### config.mk
export PLATFORM = sky130hd
export DESIGN_NAME = reset_sequencer_flat
export DESIGN_NICKNAME = d
export VERILOG_FILES = /design/src/rtl/reset_sequencer_if.sv /design/src/rtl/reset_sequencer.sv /design/src/flat_wrapper.sv
export SDC_FILE = /design/constraint.sdc
export NUM_CORES = 1
export LEC_CHECK = 0
export BUFFER_PORTS_ARGS = -buffer_cell sky130_fd_sc_hd__buf_4
export CAP_MARGIN = 40
export CORE_AREA = 2 2 50 52
export DETAILED_ROUTE_END_ITERATION = 10
export DIE_AREA = 0 0 52 54
export PLACE_DENSITY = 0.85
export SYNTH_ARGS = -nofsm -noshare
export SYNTH_HDL_FRONTEND = slang
export SYNTH_SLANG_ARGS = --single-unit
### constraint.sdc
create_clock -name clk -period 2.3 [get_ports clk]
set_input_delay 0.345 -clock clk [delete_from_list [all_inputs] [get_ports clk]]
set_output_delay 0.345 -clock clk [all_outputs]
set_load 0.03 [all_outputs]
### src/rtl/reset_sequencer_if.sv
// Signal bundle between the reset sequencer (master) and the reset domains it controls (slave).
// Handshake: after stage_rst_n[i] rises, stage i raises the level stage_ack[i] when ready; it is
// sampled every clk edge while that stage is awaited, and a later drop is ignored.
interface reset_sequencer_if #(
  parameter int NUM_STAGES = 3
);
  localparam int IDX_W = $clog2(NUM_STAGES) + 1;

  logic                  sw_rst_req;
  logic [NUM_STAGES-1:0] stage_ack;
  logic [NUM_STAGES-1:0] stage_rst_n;
  logic                  seq_done;
  logic                  busy;
  logic                  err;
  logic [IDX_W-1:0]      err_stage;
  logic [1:0]            dbg_state;

  modport master (
    input  sw_rst_req, stage_ack,
    output stage_rst_n, seq_done, busy, err, err_stage, dbg_state
  );

  modport slave (
    output sw_rst_req, stage_ack,
    input  stage_rst_n, seq_done, busy, err, err_stage, dbg_state
  );
endinterface

### src/rtl/reset_sequencer.sv
// Releases NUM_STAGES reset domains in index order, each after a fixed hold delay and
// gated by the previous stage's ready ack; supports software re-reset and ack timeouts.
module reset_sequencer #(
  parameter int NUM_STAGES    = 3,
  parameter int STAGE_DLY     = 16,
  parameter int ACK_TIMEOUT   = 64,
  parameter int SW_RST_CYCLES = 8
) (
  input  logic                clk,
  input  logic                rst_n,
  reset_sequencer_if.master   bus
);
  localparam int IDX_W   = $clog2(NUM_STAGES) + 1;
  localparam int MAX_A   = (STAGE_DLY > ACK_TIMEOUT) ? STAGE_DLY : ACK_TIMEOUT;
  localparam int MAX_CNT = (MAX_A > SW_RST_CYCLES) ? MAX_A : SW_RST_CYCLES;
  localparam int CNT_W   = $clog2(MAX_CNT + 1);

  localparam logic [CNT_W-1:0] DLY_LAST = CNT_W'(STAGE_DLY - 1);
  localparam logic [CNT_W-1:0] ACK_LAST = CNT_W'((ACK_TIMEOUT > 0) ? ACK_TIMEOUT - 1 : 0);
  localparam logic [CNT_W-1:0] SW_LAST  = CNT_W'(SW_RST_CYCLES - 1);
  localparam logic [IDX_W-1:0] IDX_LAST = IDX_W'(NUM_STAGES - 1);

  typedef enum logic [1:0] {
    HOLD      = 2'd0,
    WAIT_ACK  = 2'd1,
    DONE      = 2'd2,
    SW_ASSERT = 2'd3
  } state_e;

  state_e                state_q, state_d;
  logic [IDX_W-1:0]      idx_q, idx_d;
  logic [CNT_W-1:0]      cnt_q, cnt_d;
  logic [NUM_STAGES-1:0] stage_rst_n_q, stage_rst_n_d;
  logic                  seq_done_q, seq_done_d;
  logic                  err_q, err_d;
  logic [IDX_W-1:0]      err_stage_q, err_stage_d;
  logic                  ack_cur;
  logic                  advance;

  always_comb begin
    ack_cur = 1'b0;
    for (int i = 0; i < NUM_STAGES; i++) begin
      if (idx_q == IDX_W'(i)) ack_cur = bus.stage_ack[i];
    end
  end

  always_ff @(posedge clk or negedge rst_n) begin
    if (!rst_n) begin
      state_q       <= HOLD;
      idx_q         <= '0;
      cnt_q         <= '0;
      stage_rst_n_q <= '0;
      seq_done_q    <= 1'b0;
      err_q         <= 1'b0;
      err_stage_q   <= '0;
    end else begin
      state_q       <= state_d;
      idx_q         <= idx_d;
      cnt_q         <= cnt_d;
      stage_rst_n_q <= stage_rst_n_d;
      seq_done_q    <= seq_done_d;
      err_q         <= err_d;
      err_stage_q   <= err_stage_d;
    end
  end

  always_comb begin
    state_d       = state_q;
    idx_d         = idx_q;
    cnt_d         = cnt_q;
    stage_rst_n_d = stage_rst_n_q;
    seq_done_d    = seq_done_q;
    err_d         = err_q;
    err_stage_d   = err_stage_q;
    advance       = 1'b0;

    case (state_q)
      HOLD: begin
        if (cnt_q == DLY_LAST) begin
          for (int i = 0; i < NUM_STAGES; i++) begin
            if (idx_q == IDX_W'(i)) stage_rst_n_d[i] = 1'b1;
          end
          cnt_d   = '0;
          state_d = WAIT_ACK;
        end else begin
          cnt_d = cnt_q + 1'b1;
        end
      end

      WAIT_ACK: begin
        // A timeout is treated exactly like an ack; only the first offender is recorded.
        if (ack_cur) begin
          advance = 1'b1;
        end else if (ACK_TIMEOUT > 0) begin
          if (cnt_q == ACK_LAST) begin
            advance = 1'b1;
            if (!err_q) begin
              err_d       = 1'b1;
              err_stage_d = idx_q;
            end
          end else begin
            cnt_d = cnt_q + 1'b1;
          end
        end
        if (advance) begin
          cnt_d = '0;
          if (idx_q == IDX_LAST) begin
            state_d    = DONE;
            seq_done_d = 1'b1;
          end else begin
            idx_d   = idx_q + 1'b1;
            state_d = HOLD;
          end
        end
      end

      DONE: begin
        if (bus.sw_rst_req) begin
          state_d       = SW_ASSERT;
          stage_rst_n_d = '0;
          seq_done_d    = 1'b0;
          err_d         = 1'b0;
          err_stage_d   = '0;
          cnt_d         = '0;
        end
      end

      SW_ASSERT: begin
        if (cnt_q == SW_LAST) begin
          idx_d   = '0;
          cnt_d   = '0;
          state_d = HOLD;
        end else begin
          cnt_d = cnt_q + 1'b1;
        end
      end

      default: state_d = HOLD;
    endcase
  end

  assign bus.stage_rst_n = stage_rst_n_q;
  assign bus.seq_done    = seq_done_q;
  assign bus.busy        = (state_q != DONE);
  assign bus.err         = err_q;
  assign bus.err_stage   = err_stage_q;
  assign bus.dbg_state   = state_q;
endmodule
### src/flat_wrapper.sv
// flat-port wrapper written by rule: the top's interface ports become plain ports
module reset_sequencer_flat 
#(
  parameter int NUM_STAGES    = 3,
  parameter int STAGE_DLY     = 16,
  parameter int ACK_TIMEOUT   = 64,
  parameter int SW_RST_CYCLES = 8
)
  (clk, rst_n, bus_sw_rst_req, bus_stage_ack, bus_stage_rst_n, bus_seq_done, bus_busy, bus_err, bus_err_stage, bus_dbg_state);
  reset_sequencer_if #(.NUM_STAGES(NUM_STAGES)) bus_i ();
  input  logic clk;
  input  logic rst_n;
  input wire logic [$bits(bus_i.sw_rst_req)-1:0] bus_sw_rst_req;
  input wire logic [$bits(bus_i.stage_ack)-1:0] bus_stage_ack;
  output wire logic [$bits(bus_i.stage_rst_n)-1:0] bus_stage_rst_n;
  output wire logic [$bits(bus_i.seq_done)-1:0] bus_seq_done;
  output wire logic [$bits(bus_i.busy)-1:0] bus_busy;
  output wire logic [$bits(bus_i.err)-1:0] bus_err;
  output wire logic [$bits(bus_i.err_stage)-1:0] bus_err_stage;
  output wire logic [$bits(bus_i.dbg_state)-1:0] bus_dbg_state;
  assign bus_i.sw_rst_req = bus_sw_rst_req;
  assign bus_i.stage_ack = bus_stage_ack;
  assign bus_stage_rst_n = bus_i.stage_rst_n;
  assign bus_seq_done = bus_i.seq_done;
  assign bus_busy = bus_i.busy;
  assign bus_err = bus_i.err;
  assign bus_err_stage = bus_i.err_stage;
  assign bus_dbg_state = bus_i.dbg_state;
  reset_sequencer #(.NUM_STAGES(NUM_STAGES), .STAGE_DLY(STAGE_DLY), .ACK_TIMEOUT(ACK_TIMEOUT), .SW_RST_CYCLES(SW_RST_CYCLES)) u_core (.clk(clk), .rst_n(rst_n), .bus(bus_i));
endmodule
==> impl_metrics.toml, run 1 <==
[route]
highest_layer = "met4"
ant_nets = 0
dr_total_vias = 971
drt-wirelength-per-cell_um = 14.4
viasPerCell = 5.81
drtIter0Drc = 20
dr_wl_met2_um = 1180
dr.pass1.iters = 4
wl_met1_um = 1080
wl_met3_um = 100
drc = 0
routed_wirelength_um = 2400

[cts]
ctsResizeCount = 0
cts.htree.levels = 1
tritoncts = "done"
cts-buffers-inserted = 3
clockBufferDepth = 2
clock-root-buffer = "clkbuf_4"
clock_latency_ns = 0.30
clkTransAtPathRegs_ns = 0.11
cts_setup_buffers = 0
cts.sinks = 20

[run_status]
outcome = "finished, final reports clean"

[timing]
hold_violations = 0
worst-slew-pin-transition_ns = 0.563
skew_ns = 0.00190
rsz0062_at_grt = "false"
setup_tns_ns = 0
setup_viol = 0
max_freq_mhz = 472
slew_viol_final = 0
period_needed_ns = 2.12
layout_setup_ws_ns = 0.183
finalCritPeriodShare_pct = 92.0
relSlewSlack_pct = 62.5

[logic_synthesis]
ys.flop_type = "dfrtp_1"
synth_top_area_share_pct = 41.7
synth_compound_gate_area_share_pct = 23.7
async_flop_share_pct = 100
synth_seq_area_share_pct = 41.7
ys_types = 41
synth-simple-area-share_pct = 23.9
netlist_instances = 118
yosys.area.top_type = "dfrtp_1"
synth_area_mm2 = 0.00120
synth_seq_cells = 20
synth_fa_ha_area_share_pct = 5.21
synth_area_leaders = "dfrtp_1 42%, ha_1 5.2%, nand2_1 5.0%"
synth.top_cells.by_count = "20 x dfrtp_1, 16 x nand2_1, 13 x nor2_1, 6 x a21oi_1"
synth_edf_count = 0
synth_xor_area_share_pct = 0
synth-warning-count = 0
synth_top_family_by_area = "simple AND/OR/NAND/NOR gates"
yosysMostFrequentCell = "dfrtp_1"
synth_fp_nets = 129
postSynthAreaPerCell_um2 = 10.2
yosys-mux-area-fraction_pct = 1.25

[worst_setup_path]
path_cells = "inv_1, ha_1, a21oi_2, a221oi_4, o311ai_4, nand2b_4, mux2_4"
worst-setup-path-type = "register to register"
crit_arrival_ns = 2.32
end_kind = "register"
cpPeakStageDelay_ns = 0.46
cp_num_buf_inv = 1
path_depth = 7
worstPathRequired_ns = 2.50
cp_top_family = "compound AO/OA/AOI/OAI gates"
worstRegToRegCells = 7
cp_slowest_cell = "dfrtp_1"
crit_path_max_fanout = 6
crit_path_start_kind = "register"

[die]
num_rows = 18
io_pins = 17
initial_utilization_pct = 51.7
die_x_um = 52
dieArea_mm2 = 0.00281
dieHeight_um = 54
core_area_mm2 = 0.00232

[final_layout]
fin_nets = 149
areaGrowthSynthToFinish_pct = 15.7
diodes = 0
finalCoreUtilization_pct = 59.9
fin_cells = 167
layout-drive-gt1-share_pct = 21.9

[grt]
grt_pass1_wl_um = 4140
gr-usage-all-layers_pct = 20.3
grt.overflow.total = 0
grt_pass1_vias = 942
antenna_found_initial = 0
grt_start_max_net_pins = 21

[power_and_ir_drop]
power.leakage_uw = 0.000619
vdd_drop_max_uv = 360
power_uw = 578
power_density_mw_per_mm2 = 416

[place]
dp_hpwl_um = 1850
portBuffers = 16
dp.cells = 162
place_ws_ns = 0.210
gp_congestion = 0.853

[worst_hold_path]
hold-path-cell-count = 4
worstHoldPathType = "primary input to register"

[flow_run]
maxCapViolCount = 0
==> worst register-to-register path: cells and delay by family, from the launching register on <==
| kind | cells | cell delay, ns |
|---|---|---|
| AO/OA/AOI/OAI | 3 | 0.68 |
| adder cells (fa/ha/maj) | 1 | 0.32 |
| buffers and inverters | 1 | 0.12 |
| flip-flops | 1 | 0.46 |
| multiplexers | 1 | 0.25 |
| AND/OR/NAND/NOR | 1 | 0.19 |
==> final cells by class <==
| type | count | area (um^2) |
|---|---|---|
| Inverter | 6 | 36.3 |
| Multi-Input combinational cell | 90 | 648 |
| Fill cell | 199 | 931 |
| Sequential cell | 20 | 500 |
| Timing Repair Buffer | 17 | 130 |
| Tap cell | 30 | 37.5 |
| Clock buffer | 4 | 36.3 |
==> per-layer routing <==
layer	vias to the layer above	track usage, %
met2	25	35.4
met5	-	0
met1	469	24.1
met3	5	3.33
li1	472	-
met4	0	10.1
==> power breakdown <==
part           internal (uW)  switching [uW]  leakage [uW]
Sequential               351               0      0.000228
Combinational           10.1            10.8      0.000370
Clock                   96.7             109     0.0000210
Total                    458             120      0.000619
==> kinds of logic after synthesis <==
| kind of cell | after synthesis |
|---|---|
| AO/OA/AOI/OAI | 32 |
| adder cells (fa/ha/maj) | 5 |
| buffers and inverters | 8 |
| flip-flops | 20 |
| multiplexers | 1 |
| AND/OR/NAND/NOR | 52 |
==> sequential cells by signal, indices dropped and copies added, names as in the netlist, named ones only <==
| signal | flops |
|---|---|
| u_core.bus.seq_done | 1 |
| u_core.idx_q | 3 |
| u_core.bus.dbg_state | 1 |
| u_core.bus.err | 1 |
| u_core.bus.err_stage | 3 |
| u_core.cnt_q | 7 |
| u_core.bus.stage_rst_n | 3 |
==> worst paths after layout <==
path | startpoint | end | slack [ns]
max | u_core.idx_q[0] | u_core.idx_q[0] | 0.18
min | bus_sw_rst_req | u_core.cnt_q[5] | 0.38
max reg2reg | u_core.idx_q[0] | u_core.idx_q[0] | 0.18
min reg2reg | u_core.bus.seq_done | u_core.bus.seq_done | 0.50
max in group asynchronous | rst_n | u_core.idx_q[1] | 1.66
min in group asynchronous | rst_n | u_core.cnt_q[0] | 0.44
==> layout by cell type (no fill, tap or decap), types with 2 or more instances in the layout <==
master	synthesis	layout
a21o_1	2	2
o2bb2ai_1	2	2
and2_1	3	3
o22ai_1	3	3
nand2_1	16	16
buf_4	2	16
ha_1	5	5
nand3_1	4	4
a22o_1	4	4
clkbuf_4	0	3
inv_1	5	5
nor3_1	2	2
dfrtp_1	20	20
nand4bb_1	2	2
o21a_1	2	2
nor2_1	13	13
o21ai_0	3	3
a21oi_1	6	6
==> what timing repair did <==
action,4_1_cts,5_1_grt
hold endpoints to repair,20,0
endpoints found under the setup margin,0,0
hold buffers,1,0
==> through the flow <==
step,hold WS (ns),cell area (um^2)
after floorplan,0.0494,1200
after global placement,0.234,1340
after detailed placement,0.244,1340
after CTS,0.374,1390
after global routing,0.408,1390
final,0.379,1390
(Power assumes the default switching activity.)
==> run 2, diff against run 1 <==
CELL_PAD_IN_SITES_DETAIL_PLACEMENT = 2   (was not set)
CELL_PAD_IN_SITES_GLOBAL_PLACEMENT = 2   (was not set)
CORE_AREA = 2 2 65 67   (was 2 2 50 52)
DIE_AREA = 0 0 67 69   (was 0 0 52 54)
GPL_ROUTABILITY_DRIVEN = 0   (was not set)
PLACE_DENSITY = 0.81   (was 0.85)
clock period = 1.85 ns   (was 2.3 ns; I/O delays follow)
==> run 2 against run 1 <==
  * Count of clock-buffer cells in the layout unchanged
  * Largest power group unchanged
  * Utilization fell by 15 points
  * The flow now finishes with violations (setup timing)
  * Critical endpoint unchanged
  * Non-clock buffer count up 32
  * Sequential power is 25% higher
  * Maximum frequency grew 3.9%
  * Combinational power increased by 45%
  * Die area is 65% higher
  * Sequential share of layout area fell by 7.3 points
  * Worst setup slack got worse by 0.37 ns
  * Register-to-register slack worse by 0.37 ns
==> impl_metrics.toml, run 2 (synthesized netlist as in run 1, its figures left out) <==
[route]
dr.pass1.iters = 4
ant_nets = 0
viasPerCell = 5.24
drc = 0
routed_wirelength_um = 4330
drt-wirelength-per-cell_um = 19.8
dr_total_vias = 1147
drtIter0Drc = 45

[final_layout]
register_area_um2 = 500
areaGrowthSynthToFinish_pct = 45.2
finalCoreUtilization_pct = 44.5
largest_register = "u_core.cnt_q"
fin_nets = 181
multi_input_area_um2 = 713
layout-drive-gt1-share_pct = 42.6
fin_cells = 219
final_common_cell = "buf_4"
fillers = 428
final_cell_mix = "47 x buf_4, 20 x dfrtp_1, 16 x nand2_1"
largest_register_ffs = 7
diodes = 0

[power_and_ir_drop]
power_frac_seq_pct = 53.3
vdd_drop_max_uv = 268
switchingPower_uw = 179
power.leakage_uw = 0.000793
power_frac_comb_pct = 3.7
power_uw = 820
power_density_mw_per_mm2 = 471
clkPwrFrac_pct = 43.0
switching_share_pct = 21.9
p_int_uw = 641

[timing]
layout_setup_ws_ns = -0.187
relSlewSlack_pct = 70.3
finalCritPeriodShare_pct = 110
max_freq_mhz = 491
setup_viol = 14
period_needed_ns = 2.04
skew_ns = 0.0118
rsz0062_at_grt = "true"
setup_tns_ns = -1.48
slew_viol_final = 0
worst-slew-pin-transition_ns = 0.445
hold_violations = 0

[worst_setup_path]
regToRegStartpoint = "u_core.idx_q[0]"
rrSetupSlack_ns = -0.19
path_cells = "inv_2, ha_2, a21oi_4, a221oi_4, buf_6, o311ai_4, nand2b_4, mux2_4"
crit_path_start_kind = "register"
worstRegToRegCells = 8
crit_arrival_ns = 2.20
end_kind = "register"
worstPathRequired_ns = 2.01
worst-setup-path-type = "register to register"
timing.rr.end = "u_core.idx_q[0]"
crit_path_max_fanout = 5
cpPeakStageDelay_ns = 0.45
cp_slowest_cell = "dfrtp_1"

[die]
dieHeight_um = 69
io_pins = 17
die_x_um = 67
initial_utilization_pct = 30.7
core_area_mm2 = 0.00391
dieArea_mm2 = 0.00462
num_rows = 23

[run_status]
violations = "setup timing"
outcome = "complete, but fails checks"

[flow_run]
maxCapViolCount = 0

[cts]
cts-buffers-inserted = 3
cts.sinks = 20
clock-root-buffer = "clkbuf_8"
clockBufferDepth = 2
clkTransAtPathRegs_ns = 0.09
cts.htree.levels = 1
tritoncts = "done"
clock_latency_ns = 0.27

[grt]
antenna_found_initial = 0
grt.overflow.total = 0
gr-usage-all-layers_pct = 19.7
grt_pass1_vias = 1326
grt_pass1_wl_um = 6840
grt_start_max_net_pins = 21

[worst_hold_path]
hold_path_startpoint = "bus_sw_rst_req"
hold_end = "u_core.bus.dbg_state[0]"
worstHoldPathType = "primary input to register"
hold-path-cell-count = 4

[place]
place_ws_ns = -0.217
dp.cells = 205
dp_hpwl_um = 2910
portBuffers = 16
==> run 2: changes by cell type in the layout (fill, tap and decap cells not counted), sizes merged <==
cell  change
buf      +32
==> run 2: timing repair <==
item,4_1_cts,5_1_grt
resized for setup,8,5
pin swaps,3,10
endpoints found under the hold margin,20,0
endpoints found under the setup margin,14,18
setup buffers,7,2
hold buffers,1,0
==> run 2: layout make-up <==
class | count | area share (%)
timing repair buffer | 49 | 21.5
multi-input combinational | 90 | 40.9
inverter | 6 | 2.08
clock buffer | 4 | 3.16
tap | 50 | 3.59
sequential | 20 | 28.7
==> run 2: power by group through the flow <==
stage | Sequential (uW) | Combinational [uW] | Clock (uW)
floorplan | 446 | 6.20 | 0
global placement | 445 | 25.3 | 0
detailed placement | 445 | 26.5 | 0
CTS | 437 | 29.6 | 360
global route | 437 | 33.1 | 382
finish | 437 | 30.3 | 353
==> run 2: critical path, delay by kind of cell (launching register included) <==
kind            cells  cell delay, ns
compound gates      3            0.46
flops               1            0.45
buf+inv             2            0.29
fa+ha+maj           1            0.28
mux                 1            0.25
simple gates        1            0.19
==> run 2: layer usage <==
layer  wire [um]  track usage [%]  vias up  share of wire (%)
met2        2400             36.9       22                 55
met4          91             6.58        0                2.1
li1            -                -      532                  -
met5           0                0        -                  0
met3          91             2.77        9                2.1
met1        1750             22.0      584                 40
==> run 2: how the worst max path moves through the flow <==
stage                          from               to  slack, ns  cells after the start
floorplan           u_core.idx_q[0]  u_core.idx_q[0]      -0.08                      7
global placement    u_core.idx_q[1]  u_core.cnt_q[0]      -0.04                      9
detailed placement  u_core.idx_q[0]  u_core.cnt_q[5]      -0.22                      9
CTS                 u_core.idx_q[1]  u_core.idx_q[0]      -0.09                      8
global route        u_core.idx_q[0]  u_core.idx_q[0]      -0.27                      8
finish              u_core.idx_q[0]  u_core.idx_q[0]      -0.19                      8
==> run 2: stage by stage <==
stage | hold slack [ns] | instance area (um^2)
final | 0.369 | 1740
after global routing | 0.404 | 1740
after CTS | 0.377 | 1690
after detailed placement | 0.186 | 1550
after global placement | 0.177 | 1550
after floorplan | -0.0181 | 1200
==> run 3, diff against run 2 <==
ABC_AREA = 1   (was not set)
CORE_AREA = 4 4 72 74   (was 2 2 65 67)
DIE_AREA = 0 0 76 78   (was 0 0 67 69)
PLACE_DENSITY = 0.82   (was 0.81)
==> run 3 against run 2 <==
  * Clock skew shrank 0.011 ns
  * Routed wire length decreased by 22%
  * Cell area fell by 12%
  * First-iteration DRC count shrank 73%
  * The run now ends clean
  * Largest power group is now combinational cells
==> impl_metrics.toml, run 3 <==
[die]
die_x_um = 76
dieArea_mm2 = 0.00593
io_pins = 17
num_rows = 25
dieHeight_um = 78
initial_utilization_pct = 28.0
core_area_mm2 = 0.00460

[logic_synthesis]
postSynthAreaPerCell_um2 = 7.57
synth_area_leaders = "dfrtp_1 39%, nand2_1 15%, inv_1 7.3%"
async_flop_share_pct = 100
ys_types = 27
yosys.area.top_type = "dfrtp_1"
netlist_instances = 170
yosysMostFrequentCell = "nand2_1"
synth_fp_nets = 181
ys.flop_type = "dfrtp_1"
synth_area_mm2 = 0.00129
synth-warning-count = 0
synth_seq_area_share_pct = 38.9
synth_top_area_share_pct = 38.9
synth_edf_count = 0
synth_seq_cells = 20
synth.top_cells.by_count = "50 x nand2_1, 25 x inv_1, 20 x dfrtp_1, 18 x nor2_1"

[cts]
cts.sinks = 20
cts.htree.levels = 1
clock-root-buffer = "clkbuf_8"
clkTransAtPathRegs_ns = 0.08
cts_setup_buffers = 0
clockBufferDepth = 2
tritoncts = "done"
cts-buffers-inserted = 3
clock_latency_ns = 0.26

[worst_setup_path]
crit_path_start_kind = "register"
crit_arrival_ns = 1.81
worst-setup-path-type = "register to register"
end_kind = "register"
cp_top_family = "simple AND/OR/NAND/NOR gates"
crit_path_max_fanout = 7
worstPathRequired_ns = 2.01
cpPeakStageDelay_ns = 0.45
path_cells = "inv_1, ha_1, inv_1, nor2_1, nand2_1, nand3_1, nand3_4, nand2_4, nand2_2, nand2_1, nand2_1"
timing.critical_path.mode_cell = "nand2_1"
cp_num_buf_inv = 2
cp_slowest_cell = "dfrtp_2"

[final_layout]
largest_register_ffs = 7
fillers = 544
final_cell_mix = "50 x nand2_1, 25 x inv_1, 19 x dfrtp_1"
finalCoreUtilization_pct = 33.5
largest_register = "u_core.cnt_q"
fin_nets = 203
register_area_um2 = 502
final_common_cell = "nand2_1"
multi_input_area_um2 = 664
diodes = 0
layout-drive-gt1-share_pct = 26.2
areaGrowthSynthToFinish_pct = 19.7

[power_and_ir_drop]
clkPwrFrac_pct = 14.2
power_frac_seq_pct = 31.6
power_frac_comb_pct = 54.1
switchingPower_uw = 1180
switching_share_pct = 48.3
power.leakage_uw = 0.000853
power_density_mw_per_mm2 = 1590
vdd_drop_max_uv = 389
p_int_uw = 1270

[place]
dp_hpwl_um = 2730
portBuffers = 16
place_ws_ns = 0.161

[route]
drt-wirelength-per-cell_um = 13.8
ant_nets = 0
dr.pass1.iters = 4
drc = 0
routed_wirelength_um = 3380
drtIter0Drc = 12
dr_total_vias = 1128
viasPerCell = 4.60

[grt]
grt.overflow.total = 0
grt_pass1_vias = 1262
grt_pass1_wl_um = 6030
antenna_found_initial = 0
gr-usage-all-layers_pct = 12.4
grt_start_max_net_pins = 21

[run_status]
outcome = "finished, final reports clean"

[timing]
hold_violations = 0
layout_setup_ws_ns = 0.195
rsz0062_at_grt = "false"
skew_ns = 0.000804
relSlewSlack_pct = 76.6
max_freq_mhz = 604
setup_viol = 0
setup_tns_ns = 0
slew_viol_final = 0
period_needed_ns = 1.65
worst-slew-pin-transition_ns = 0.350
finalCritPeriodShare_pct = 89.5

[flow_run]
maxCapViolCount = 0

[worst_hold_path]
worstHoldPathType = "primary input to async pin"
==> run 3: repair_timing <==
item / 4_1_cts / 5_1_grt
gates resized for setup: 0 / 1
hold buffers: 1 / 0
setup endpoints to repair: 0 / 1
hold endpoints to repair: 20 / 0
==> run 3: kinds of logic (layout without fill, tap and decap cells) <==
group | Yosys count | count (layout) | share of synthesized area [%]
AOI/OAI and AO/OA | 10 | 10 | 6.42
adders and majority gates | 5 | 5 | 4.86
xor gates and xnor gates | 3 | 3 | 2.04
and+or+nand+nor | 100 | 100 | 38.3
buffers and inverters | 32 | 53 | 9.44
DFF | 20 | 20 | 38.9
==> run 3: layout make-up <==
type | count | share of cell area, %
timing repair buffer | 17 | 8.45
inverter | 32 | 7.88
sequential | 20 | 32.6
tap | 54 | 4.39
clock buffer | 4 | 3.57
multi-input combinational | 118 | 43.1
==> run 3: power groups by stage <==
stage | registers [uW] | clock network [uW] | logic [uW]
2_1_floorplan | 928 | 0 | 789
3_3_place_gp | 773 | 0 | 1310
6_report | 775 | 348 | 1330
5_1_grt | 804 | 380 | 1530
3_5_place_dp | 786 | 0 | 1350
4_1_cts | 780 | 363 | 1360
==> run 3: metal layers <==
| layer | vias up | GRT usage (%) | part of all wire [%] |
|---|---|---|---|
| li1 | 566 | - | - |
| met1 | 544 | 15.2 | 44 |
| met2 | 16 | 22.2 | 53 |
| met3 | 2 | 1.39 | 1.9 |
| met4 | 0 | 4.27 | 0.86 |
| met5 | - | 0 | 0 |
==> run 3: path summary, 6_finish.rpt <==
path                                          from                 endpoint  slack (ns)  cells after the start
max                                u_core.idx_q[0]          u_core.idx_q[1]        0.20                     11
min                                          rst_n  u_core.bus.err_stage[1]        0.43                      2
min reg2reg                u_core.bus.err_stage[0]  u_core.bus.err_stage[0]        0.49                      2
min in group clk                    bus_sw_rst_req           u_core.bus.err        0.44                      4
max reg2reg                        u_core.idx_q[0]          u_core.idx_q[1]        0.20                     11
max in group asynchronous                    rst_n          u_core.idx_q[0]        1.18                      2
==> run 3: worst register-to-register path, stage by stage (launching register included) <==
cell	delay [ns]
dfrtp_2	0.45
inv_1	0.13
ha_1	0.16
inv_1	0.04
nor2_1	0.12
nand2_1	0.06
nand3_1	0.13
nand3_4	0.14
nand2_4	0.14
nand2_2	0.08
nand2_1	0.06
nand2_1	0.05
==> run 3: per-stage QoR <==
| step | total power (uW) | cell area (um^2) | instances | hold WS (ns) |
|---|---|---|---|---|
| 4_1_cts | 2500 | 1540 | 245 | 0.442 |
| 3_3_place_gp | 2080 | 1470 | 240 | 0.184 |
| 6_report | 2450 | 1540 | 245 | 0.434 |
| 3_5_place_dp | 2140 | 1470 | 240 | 0.187 |
| 5_1_grt | 2710 | 1540 | 245 | 0.459 |
| 2_1_floorplan | 1720 | 1290 | 170 | -0.0181 |
